### config.mk
export PLATFORM = sky130hd
export DESIGN_NAME = storage_ctrl_mc
export DESIGN_NICKNAME = d
export VERILOG_FILES = /design/src/rtl/storage_ctrl_mc.sv
export SDC_FILE = /design/constraint.sdc
export NUM_CORES = 1
export LEC_CHECK = 0
export ABC_AREA = 1
export BUFFER_PORTS_ARGS = -buffer_cell sky130_fd_sc_hd__buf_2
export CELL_PAD_IN_SITES_DETAIL_PLACEMENT = 1
export CELL_PAD_IN_SITES_GLOBAL_PLACEMENT = 2
export CORE_MARGIN = 4
export CORE_UTILIZATION = 27
export CTS_CLUSTER_DIAMETER = 80
export DETAILED_ROUTE_END_ITERATION = 6
export GPL_TIMING_DRIVEN = 0
export MAX_ROUTING_LAYER = met4
export PLACE_DENSITY = 0.85
export SYNTH_ARGS = -nofsm -noshare
export SYNTH_HDL_FRONTEND = slang
export SYNTH_SLANG_ARGS = --single-unit
### constraint.sdc
create_clock -name clk -period 3.5 [get_ports clk]
set_input_delay 0.525 -clock clk [delete_from_list [all_inputs] [get_ports clk]]
set_output_delay 0.525 -clock clk [all_outputs]
set_load 0.01 [all_outputs]
### src/rtl/storage_ctrl_mc.sv
// Storage controller: routes core requests to the local SRAM (with byte-enable RMW) or the external channel.
// Optional external wait timeout enabled by defining STORAGE_CTRL_TIMEOUT_EN.
module storage_ctrl_mc #(
  parameter int MEM_W       = 32,
  parameter int ADDR_W      = 32,
  parameter int SRAM_BYTES  = 8192,
  parameter int TIMEOUT_CYC = 1024,
  localparam int BE_W       = MEM_W / 8,
  localparam int SA_W       = $clog2(SRAM_BYTES / BE_W)
) (
  input  logic              clk,
  input  logic              rst,
  input  logic              req,
  input  logic              we,
  input  logic [BE_W-1:0]   be,
  input  logic [ADDR_W-1:0] addr,
  input  logic [MEM_W-1:0]  wdata,
  output logic              gnt,
  output logic              rvalid,
  output logic [MEM_W-1:0]  rdata,
  output logic              err,
  output logic              sram_cen_n,
  output logic              sram_wen_n,
  output logic [SA_W-1:0]   sram_a,
  output logic [MEM_W-1:0]  sram_d,
  input  logic [MEM_W-1:0]  sram_q,
  output logic              ext_req,
  output logic              ext_we,
  output logic [BE_W-1:0]   ext_be,
  output logic [ADDR_W-1:0] ext_addr,
  output logic [MEM_W-1:0]  ext_wdata,
  input  logic              ext_ack,
  input  logic [MEM_W-1:0]  ext_rdata
);

  localparam int BL = $clog2(BE_W);
  localparam logic [ADDR_W-1:0] SRAM_LIMIT = ADDR_W'(SRAM_BYTES);

  localparam logic [2:0] IDLE     = 3'd0;
  localparam logic [2:0] SRAM_RD  = 3'd1;
  localparam logic [2:0] RMW_WR   = 3'd2;
  localparam logic [2:0] EXT_WAIT = 3'd3;
  localparam logic [2:0] RESP     = 3'd4;

  if (!(MEM_W == 32 || MEM_W == 64) || (SRAM_BYTES & (SRAM_BYTES - 1)) != 0 || TIMEOUT_CYC < 1)
  begin : g_bad_params
    $error("storage_ctrl_mc: unsupported parameter set");
  end

  logic [2:0]       state;
  logic [SA_W-1:0]  cap_a;
  logic [BE_W-1:0]  cap_be;
  logic [MEM_W-1:0] cap_wdata;
  logic [MEM_W-1:0] merged;
  logic             is_sram;
  logic             be_full;
  logic             be_none;
  logic             tmo_hit;

  assign is_sram = addr < SRAM_LIMIT;
  assign be_full = &be;
  assign be_none = ~|be;

  // Handshake: a request is taken on any cycle with req && gnt; gnt is only offered in IDLE.
  // Each taken request produces exactly one single-cycle rvalid (rdata/err valid with it).
  // rvalid is registered as the FSM returns to IDLE, so the next gnt may coincide with it.
  assign gnt = req && (state == IDLE);

  always_comb begin
    for (int i = 0; i < BE_W; i++) begin
      merged[8*i +: 8] = cap_be[i] ? cap_wdata[8*i +: 8] : sram_q[8*i +: 8];
    end
  end

  always_comb begin
    sram_cen_n = 1'b1;
    sram_wen_n = 1'b1;
    sram_a     = cap_a;
    sram_d     = '0;
    if (state == IDLE) begin
      sram_a = addr[BL +: SA_W];
      sram_d = wdata;
      if (req && is_sram && !(we && be_none)) begin
        sram_cen_n = 1'b0;
        sram_wen_n = !(we && be_full);
      end
    end else if (state == RMW_WR) begin
      sram_cen_n = 1'b0;
      sram_wen_n = 1'b0;
      sram_d     = merged;
    end
  end

`ifdef STORAGE_CTRL_TIMEOUT_EN
  localparam int TW = (TIMEOUT_CYC > 1) ? $clog2(TIMEOUT_CYC) : 1;
  localparam logic [TW-1:0] TMO_LAST = TW'(TIMEOUT_CYC - 1);
  logic [TW-1:0] tmo_cnt;

  // Counter sits at zero outside EXT_WAIT, so it always starts clean on entry.
  assign tmo_hit = (state == EXT_WAIT) && !ext_ack && (tmo_cnt == TMO_LAST);

  always_ff @(posedge clk) begin
    if (!rst || state != EXT_WAIT) tmo_cnt <= '0;
    else                           tmo_cnt <= tmo_cnt + 1'b1;
  end

  always_ff @(posedge clk) begin
    if (!rst) err <= 1'b0;
    else      err <= tmo_hit;
  end
`else
  assign tmo_hit = 1'b0;
  assign err     = 1'b0;
`endif

  always_ff @(posedge clk) begin
    if (!rst) begin
      state     <= IDLE;
      rvalid    <= 1'b0;
      rdata     <= '0;
      cap_a     <= '0;
      cap_be    <= '0;
      cap_wdata <= '0;
      ext_req   <= 1'b0;
      ext_we    <= 1'b0;
      ext_be    <= '0;
      ext_addr  <= '0;
      ext_wdata <= '0;
    end else begin
      rvalid <= 1'b0;
      case (state)
        IDLE: begin
          if (req) begin
            cap_a     <= addr[BL +: SA_W];
            cap_be    <= be;
            cap_wdata <= wdata;
            if (is_sram) begin
              if (!we)                    state <= SRAM_RD;
              else if (be_full || be_none) state <= RESP;
              else                        state <= RMW_WR;
            end else begin
              ext_req   <= 1'b1;
              ext_we    <= we;
              ext_be    <= be;
              ext_addr  <= addr;
              ext_wdata <= wdata;
              state     <= EXT_WAIT;
            end
          end
        end
        SRAM_RD: begin
          rdata  <= sram_q;
          rvalid <= 1'b1;
          state  <= IDLE;
        end
        RMW_WR: state <= RESP;
        RESP: begin
          rdata  <= '0;
          rvalid <= 1'b1;
          state  <= IDLE;
        end
        EXT_WAIT: begin
          if (ext_ack) begin
            ext_req <= 1'b0;
            rdata   <= ext_we ? '0 : ext_rdata;
            rvalid  <= 1'b1;
            state   <= IDLE;
          end else if (tmo_hit) begin
            ext_req <= 1'b0;
            rdata   <= '0;
            rvalid  <= 1'b1;
            state   <= IDLE;
          end
        end
        default: state <= IDLE;
      endcase
    end
  end

endmodule

# Yosys cells after proc, flatten, opt, wreduce, memory -nomap -nowiden
# Cells that the tools add are included.
totals:
  word_cells: 67
  register_bits: 153
  input_bits: 137
  out_inout_bits: 150
op_classes:
  reduce_logical: 20
  magnitude_cmp: 1
  n_eq_ne: 7
  bitwise_logic: 1
  n_mux: 27
op_table:
  columns: ["op", "n"]
  rows:
  - ["32-bit 2-to-1 mux", 4]
  - ["32-bit one-hot mux with 3 select lines", 1]
  - ["32-bit by 14-bit < comparator with 1-bit output (second input constant)", 1]
  - ["8-bit 2-to-1 mux", 4]
  - ["3-bit 2-to-1 mux", 5]
  - ["11-bit 2-to-1 mux", 1]
  - ["1-bit 2-to-1 mux", 9]
  - ["3-bit one-hot mux with 3 select lines", 1]
  - ["4-bit AND reduction", 2]
  - ["3-bit by 2-bit == test with 1-bit output (second input constant)", 2]
  - ["2-bit inequality test (second input constant)", 3]
  - ["2-bit AND reduction", 3]
  - ["1-bit logical AND", 5]
  - ["1-bit one-hot mux with 2 select lines", 2]
  - ["4-bit OR reduction", 1]
  - ["3-bit by 1-bit == test with 1-bit output (second input constant)", 1]
  - ["3-bit == test (second input constant)", 1]
  - ["1-bit logical NOT", 3]
  - ["3-bit logical NOT", 1]
  - ["3-bit AND reduction", 1]
  - ["3-bit nonzero test", 1]
  - ["2-bit nonzero test", 1]
  - ["2-bit OR reduction", 1]
  - ["1-bit logical OR", 1]
  - ["1-bit NOT", 1]

# Longest topological paths before layout
# Gate-level depths: netlist of run 1.
logic_depth:
  depth_word: 8
  mapped_depth: 9
  ltp_nobuf: 8

# Least setup slack after synthesis of run 1
# OpenSTA, ideal clock, no wires.
synth_timing:
  path_type: "in2out"
  start: "input port addr[29]"
  end: "output port sram_cen_n"
  arrival_ns: 1.409
  path_buffers: 2
  setup_slack_ns: 1.566
  t_required_ns: 2.975
  cell_stages: 8
  cell_sequence: "nor2_1 -> nand2_1 -> nor2_1 -> nand3_1 -> buf_2 -> buf_2 -> nor2_1 -> nor2_1"
synth_between:
  elab_chain_cells: 5
synth_rtl:
  columns: ["item", "line_no", "text"]
  rows:
  - ["from (decl)", "16", "input logic [ADDR_W-1:0] addr,"]
  - ["32-bit by 14-bit < comparator with 1-bit output", "60", "assign is_sram = addr < SRAM_LIMIT;"]
  - ["1-bit logical AND (2 in series)", "83", "if (req && is_sram && !(we && be_none)) begin"]
  - ["1-bit 2-to-1 mux", "83", null]
  - ["1-bit 2-to-1 mux", "80", "if (state == IDLE) begin"]
  - ["to (decl)", "22", "output logic sram_cen_n,"]
# No other way between the ends.

# Final worst setup path of run 1
layout_timing:
  start: "register state[2]"
  end: "output port sram_d[27]"
layout_between:
  elab_chain_cells: 3
  elab_cells_between_ends: 4
  classes_between: "eq/ne (1); mux (2); reduce/logical (1)"
layout_rtl:
  columns: ["item", "line_no", "text"]
  rows:
  - ["from (decl)", "50", "logic [2:0] state;"]
  - ["from (signal assigned)", "118", "state <= IDLE;"]
  - ["from (signal assigned)", "138", "if (!we) state <= SRAM_RD;"]
  - ["from (signal assigned)", "139", "else if (be_full || be_none) state <= RESP;"]
  - ["3-bit by 2-bit == test with 1-bit output", "87", "end else if (state == RMW_WR) begin"]
  - ["32-bit 2-to-1 mux", "87", null]
  - ["32-bit 2-to-1 mux *", "80", null]
  - ["to (decl)", "25", "output logic [MEM_W-1:0] sram_d,"]
# Every way passes the cells marked *; elsewhere a longest branch is shown, timed or not.

==> metrics.txt, run 1 <==
Synth async-reset ratio 0%; core area roughly 25,000 um2; Num CTS Buffers 17; hold slack 357.0 ps; Net Sw Frac 34.70%; post-synthesis sequential area ratio 43.56%; fin nets 1,439; area of the mapped netlist 7032 um2; Post-CTS Setup Inserts 0; Post-Synth XOR/XNOR Area 0.1246%; IO buf count 284; largest area contributor in the netlist dfxtp_1; final hold vios 0; Switch Pwr approximately 0.0021 W; Setup Skew about 11 ps; Die Ht 169.4 um; CTS Sinks 153; fin. max-slew vios 0; Reg power frac 35.8%; most used routing layer met2; IO Pins approximately 290; hpwl dp between 20 and 25 mm; global route overflow 0; total die area between 20,000 and 30,000 um2; Hold/Removal Path Class in2reg; top cell type's share of synthesized area 43.56%; Leak Pwr 4.720 nW; hold buffers post-CTS 0; Gate Count Post-Synth 999; commonest cells in the synthesized netlist 193 x nand2_1, 172 x nor2_1, 153 x dfxtp_1; share of cells above drive strength 1 between 20% and 30%; kind of critical path reg2out; GR Util met3 6.476%; vias ~8,100; Synth Net Count ~1,100; WL/cell 19.06 um; final number of setup-violating endpoints 0; CTS tree done; largest family of logic cells by synthesized area simple AND/OR/NAND/NOR gates; Pwr per Cell Area ~630 nW/um2; DR pass1 iterations 4; GRT met1 Usage 25.69%; area grow syn2layout 35.50%; vias in the first global route 8,217; initial antenna violation count 5; Yosys Warn Count 0; clock root cell clkbuf_16; Max Fclk 0.3666 GHz; library cells used by synthesis 28; Routed WL 31.45 mm; period utilisation layout between 70 and 80%; syn avg cell area 7.039 um2; setup TNS 0 ps; vias per inst 4.908; DR iter-0 viols ~460; Max-cap violations 0; complex-gate fraction of the synthesized area 19.36%; FF+latch count, synth between 150 and 200; largest cells by area after synthesis dfxtp_1 44%, nand2_1 10%, nor2_1 9.2%; status completed; most frequent cell after synthesis nand2_1; # DRC 0; Synth Flop Type dfxtp_1; area post-placement between 8000 and 9000 um2; num rows 58; post-CTS sizing 0; post-synthesis simple-gate area fraction 28.20%; met2 Use GR between 30% and 40%; Slew HR 51.01%; ANT nets after route 0; Reg clk slew, reported paths 60 ps; min Tclk post-route 2728 ps; Initial Util 27.68%; Clock Path Buffers 2; Worst Setup End Kind primary output; Final GP Congestion 0.8698; Clock power frac 34.5%; H-tree depth 4; Total Routing Usage GR 21.97%; mux cell area share after synthesis 0%; clk_lat worst skew 430 ps; Worst EP arrival 2200 ps; Final Cell Area 9528 um2; Max VDD drop 246.9 uV; die width 169.4 um; Critical Path RT 2970 ps; first-pass GRT wire length 47.53 mm; EDFF count, synth 0; pre-CTS setup slack 836.6 ps; Int Pwr 0.003928 W; Crit Path Max Fanout 10; Worst Max-Slew Pin Slew about 730 ps; Combinational Power Share 29.7%; setup ws final 772.2 ps; Synth Area in Adders 0%; Fill cells around 3,300; startpoint types flip-flop; RSZ-0062 raised after global routing no; largest net degree at the start of global routing 17
flip-flops by register name, summed over array words and instances (netlist names), 3 cells and up:
| register | flops |
|---|---|
| cap_a | 11 |
| cap_be | 4 |
| cap_wdata | 32 |
| ext_addr | 32 |
| ext_be | 4 |
| ext_wdata | 32 |
| rdata | 32 |
| state | 3 |
stage by stage:
| step | total power (W) | std cells | util (%) |
|---|---|---|---|
| 6_report | 0.006015 | 1650 | 37.51 |
| 5_1_grt | 0.006373 | 1649 | 37.50 |
| 4_1_cts | 0.006081 | 1644 | 37.45 |
| 3_5_place_dp | 0.003994 | 1613 | 34.91 |
| 3_3_place_gp | 0.003954 | 1613 | 34.91 |
| 2_1_floorplan | 0.003188 | 999 | - |
metal layers:
metal,vias up,wire (um)
met5,-,0
met4,0,561
met1,3869,13420
met2,265,15040
met3,38,2421
li1,3926,-
worst paths after layout:
| check | start | end | slack [ps] | cells past startpoint |
|---|---|---|---|---|
| hold reg to reg | ext_be[0] | ext_be[0] | 460 | 2 |
| hold / removal | addr[4] | cap_a[2] | 360 | 3 |
| setup / recovery | state[2] | sram_d[27] | 770 | 7 |
| setup reg to reg | state[0] | ext_req | 1640 | 8 |
placed cells by master (no fill, tap or decap), drive strengths merged:
cell / instances
nand3: 81
a211oi: 32
or2: 2
o21ai: 59
nand2: 193
o211ai: 32
conb: 1
a21oi: 95
diode: 6
nor2: 175
inv: 66
nand3b: 18
clkbuf: 67
o211a: 11
nand4: 3
buf: 314
bufinv: 5
clkinv: 3
xor2: 1
dfxtp: 153
clkinvlp: 3
power by group through the flow:
stage / Clock (W) / Combinational, W / Sequential, W
floorplan: 0 / 0.000919 / 0.00227
global placement: 0 / 0.00177 / 0.00218
detailed placement: 0 / 0.00180 / 0.00219
CTS: 0.00212 / 0.00181 / 0.00216
global route: 0.00220 / 0.00199 / 0.00219
finish: 0.00208 / 0.00179 / 0.00215
cells by family (layout without fill, tap and decap cells):
family	count (synthesis)	count (layout)
AND/OR/NAND/NOR	472	472
flip-flops	153	153
XOR/XNOR	1	1
AO/OA/AOI/OAI	229	229
other	1	7
buffers and inverters	143	458
worst max-delay path: stages, from the launching register on:
cell and delay [ps]:
dfxtp_1 360, nor2_1 220, inv_1 90, nor2_2 360, buf_2 350, o211ai_1 130, nand2_1 90, buf_2 170
cell type report:
class	instances	area [um2]	share of cell area (%)
multi-input cells	703	3357	35.23
flip-flops and latches	153	3063	32.15
repair buffers	284	1421	14.92
clock buffers	17	425.4	4.465
well taps	330	412.9	4.334
plain buffers	80	375.4	3.940
inverters	63	236.5	2.482
clock inverters	14	221.5	2.324
diodes	6	15.01	0.1576
(Power assumes the default switching activity.)
==> run 2, diff against run 1 <==
--- a/config.mk
+++ b/config.mk
@@ -10,12 +10,12 @@
 export CELL_PAD_IN_SITES_DETAIL_PLACEMENT = 1
 export CELL_PAD_IN_SITES_GLOBAL_PLACEMENT = 2
 export CORE_MARGIN = 4
-export CORE_UTILIZATION = 27
+export CORE_UTILIZATION = 25
 export CTS_CLUSTER_DIAMETER = 80
 export DETAILED_ROUTE_END_ITERATION = 6
 export GPL_TIMING_DRIVEN = 0
 export MAX_ROUTING_LAYER = met4
-export PLACE_DENSITY = 0.85
+export PLACE_DENSITY = 0.79
 export SYNTH_ARGS = -nofsm -noshare
 export SYNTH_HDL_FRONTEND = slang
 export SYNTH_SLANG_ARGS = --single-unit
==> constraint.sdc (replaced) <==
create_clock -name clk -period 2.8 [get_ports clk]
set_input_delay 0.42 -clock clk [delete_from_list [all_inputs] [get_ports clk]]
set_output_delay 0.42 -clock clk [all_outputs]
set_load 0.01 [all_outputs]
==> run 2 against run 1 <==
Compared with the run above: register-to-register slack worse by 670 ps; setup slack worse by 520 ps; clock power is 13% higher; critical path type unchanged; non-clock buffer count stayed put; die area rose by 7.6%.
==> metrics.txt, run 2 (synthesized netlist as in run 1, its figures left out) <==
critical path's slowest cell clkbuf_1; num rows 61 (+5.2%); total die area 30,870 um2 (+7.6%); H-tree depth 4 (unchanged); DR iter-0 viols 381 (-16%); met2 routed WL 15.13 mm (+0.63%); critical path cell sequence buf_1 -> clkbuf_1 -> nand2_1 -> o211ai_1 -> nand2_1 -> buf_2; hpwl dp 25.29 mm (+2.5%); most frequent cells in the layout 302 x buf_2, 193 x nand2_1, 172 x nor2_1; r2r endpoint ext_wdata[17]; min Tclk post-route 2549 ps; ANT nets after route 0 (unchanged); Die Ht 175.7 um (+3.7%); WHS Endpoint rdata[25]; critical path's top delay family buffers and inverters; Reg clk slew, reported paths 70 ps (about the same); WL/cell 19.20 um (+0.73%); Worst path max stage delay 550 ps (+190 ps); Final Util 34.30% (-3.2 points); fin. max-slew vios 0 (unchanged); first-pass GRT wire length 49.23 mm (+3.6%); Initial Util 25.31% (-2.4 points); Slew HR 51.82% (+0.81 points); Crit Path Max Fanout 10 (unchanged); hold slack 221.7 ps (-135.4 ps); IO buf count 284 (unchanged); initial antenna violation count 6 (+1); vias in the first global route 8,333 (+1.4%); Hold/Removal Path Class in2reg; Fill cells 3,668 (+10%); core area 27,780 um2 (+9.4%); Final GP Congestion 0.8324 (-4.3%); CTS Sinks 153 (unchanged); period utilisation layout between 90% and 100%; Total Routing Usage GR 21.27% (-0.70 points); DR pass1 iterations 4 (unchanged); Routed WL 32.63 mm (+3.8%); final hold vios 0 (unchanged); status completed; Detail Route met3 WL 2.549 mm (+5.3%); Clock Path Buffers 2 (unchanged); CP most frequent cell nand2_1; CP Launch Point cap_be[1]; Setup Skew 7.919 ps (-3.148 ps); Worst Max-Slew Pin Slew 722.7 ps (-12.22 ps); Num CTS Buffers 17 (unchanged); Hold Path Stages 3 (unchanged); vias per inst 4.682 (-4.6%); r2r startpoint state[0]; share of cells above drive strength 1 27.07% (+0.056 points); fin nets 1,439 (unchanged); PnR Total Power 0.007300 W (+21%); vias 7,960 (-1.7%); clk_lat worst skew 440 ps (about the same); top sig layer met4; clock root cell clkbuf_16; CTS tree done; startpoint types flip-flop; final number of setup-violating endpoints 0 (unchanged); global route overflow 0 (unchanged); IO Pins 287 (unchanged); Pwr per Cell Area 766.2 nW/um2 (+21%); post-CTS sizing 0 (unchanged); Max VDD drop 288.4 uV (+17%); r2r worst-path depth 8 (unchanged); # DRC 0 (unchanged); area grow syn2layout 35.50% (unchanged); setup slack, reg-to-reg 970 ps (-670 ps); RSZ-0062 raised after global routing no; most common cell after layout, fill and taps aside buf_2; Max-cap violations 0 (unchanged); kind of critical path reg2out; hold buffers post-CTS 0 (unchanged); Critical Path RT 2380 ps (-590 ps); Worst Setup End Kind primary output; Leak Pwr 4.690 nW (-0.63%); Post-Route M1 WL 14.44 mm (+7.6%); largest net degree at the start of global routing 17 (unchanged); Max Fclk 0.3924 GHz; Worst EP arrival 2130 ps (-70 ps); die width 175.7 um (+3.7%); Post-CTS Setup Inserts 0 (unchanged); setup TNS 0 ps (unchanged); Buf/Inv on CP 3 (unchanged); hold path startpoint ext_rdata[25]
run 2: changes by cell type in the layout (fill, tap and decap cells not counted):
cell,previous run,this run
bufinv_16,5,1
inv_6,3,7
inv_8,0,2
diode_2,6,7
clkinv_2,1,0
nor2_4,1,2
nor2_2,2,1
run 2: how the worst max path moves through the flow:
stage / slack [ps] / depth (start not counted) / endpoint
finish: 250 / 6 / sram_d[15]
detailed placement: 400 / 11 / sram_wen_n
CTS: 100 / 7 / sram_d[28]
global placement: 400 / 11 / sram_wen_n
floorplan: 1080 / 8 / sram_cen_n
global route: 50 / 6 / sram_d[15]
run 2: power breakdown:
group | switching, W | leakage [nW] | internal (W)
clock network | 0.00110 | 0.276 | 0.00126
logic | 0.00145 | 3.15 | 0.000797
registers | 0.000170 | 1.26 | 0.00253
total | 0.00272 | 4.69 | 0.00458
run 2: metal layers:
layer  vias to the layer above  GRT usage, %
li1                       3931             -
met1                      3751         26.43
met2                       249         34.05
met3                        29         6.522
met4                         0         5.101
met5                         -             -
run 2: cell type report:
class | count | area, um2 | area share [%]
Clock inverter | 15 | 153.9 | 1.615
Clock buffer | 17 | 425.4 | 4.465
Inverter | 63 | 236.5 | 2.482
Buffer | 80 | 375.4 | 3.940
Multi-Input combinational cell | 703 | 3362 | 35.29
Sequential cell | 153 | 3063 | 32.15
Antenna cell | 7 | 17.52 | 0.1838
Timing Repair Buffer | 284 | 1421 | 14.92
Tap cell | 378 | 473.0 | 4.964
run 2: worst min-delay path, stage by stage:
cell	delay (ps)
buf_2	80
a21oi_1	50
nor2_1	70
run 2: per-stage QoR:
step	cells	setup WS [ps]	instance area, um2
floorplan	999	1076	7032
global placement	1661	398.4	8926
detailed placement	1661	404.1	8926
CTS	1693	96.89	9505
global route	1699	45.34	9525
finish	1700	251.3	9528
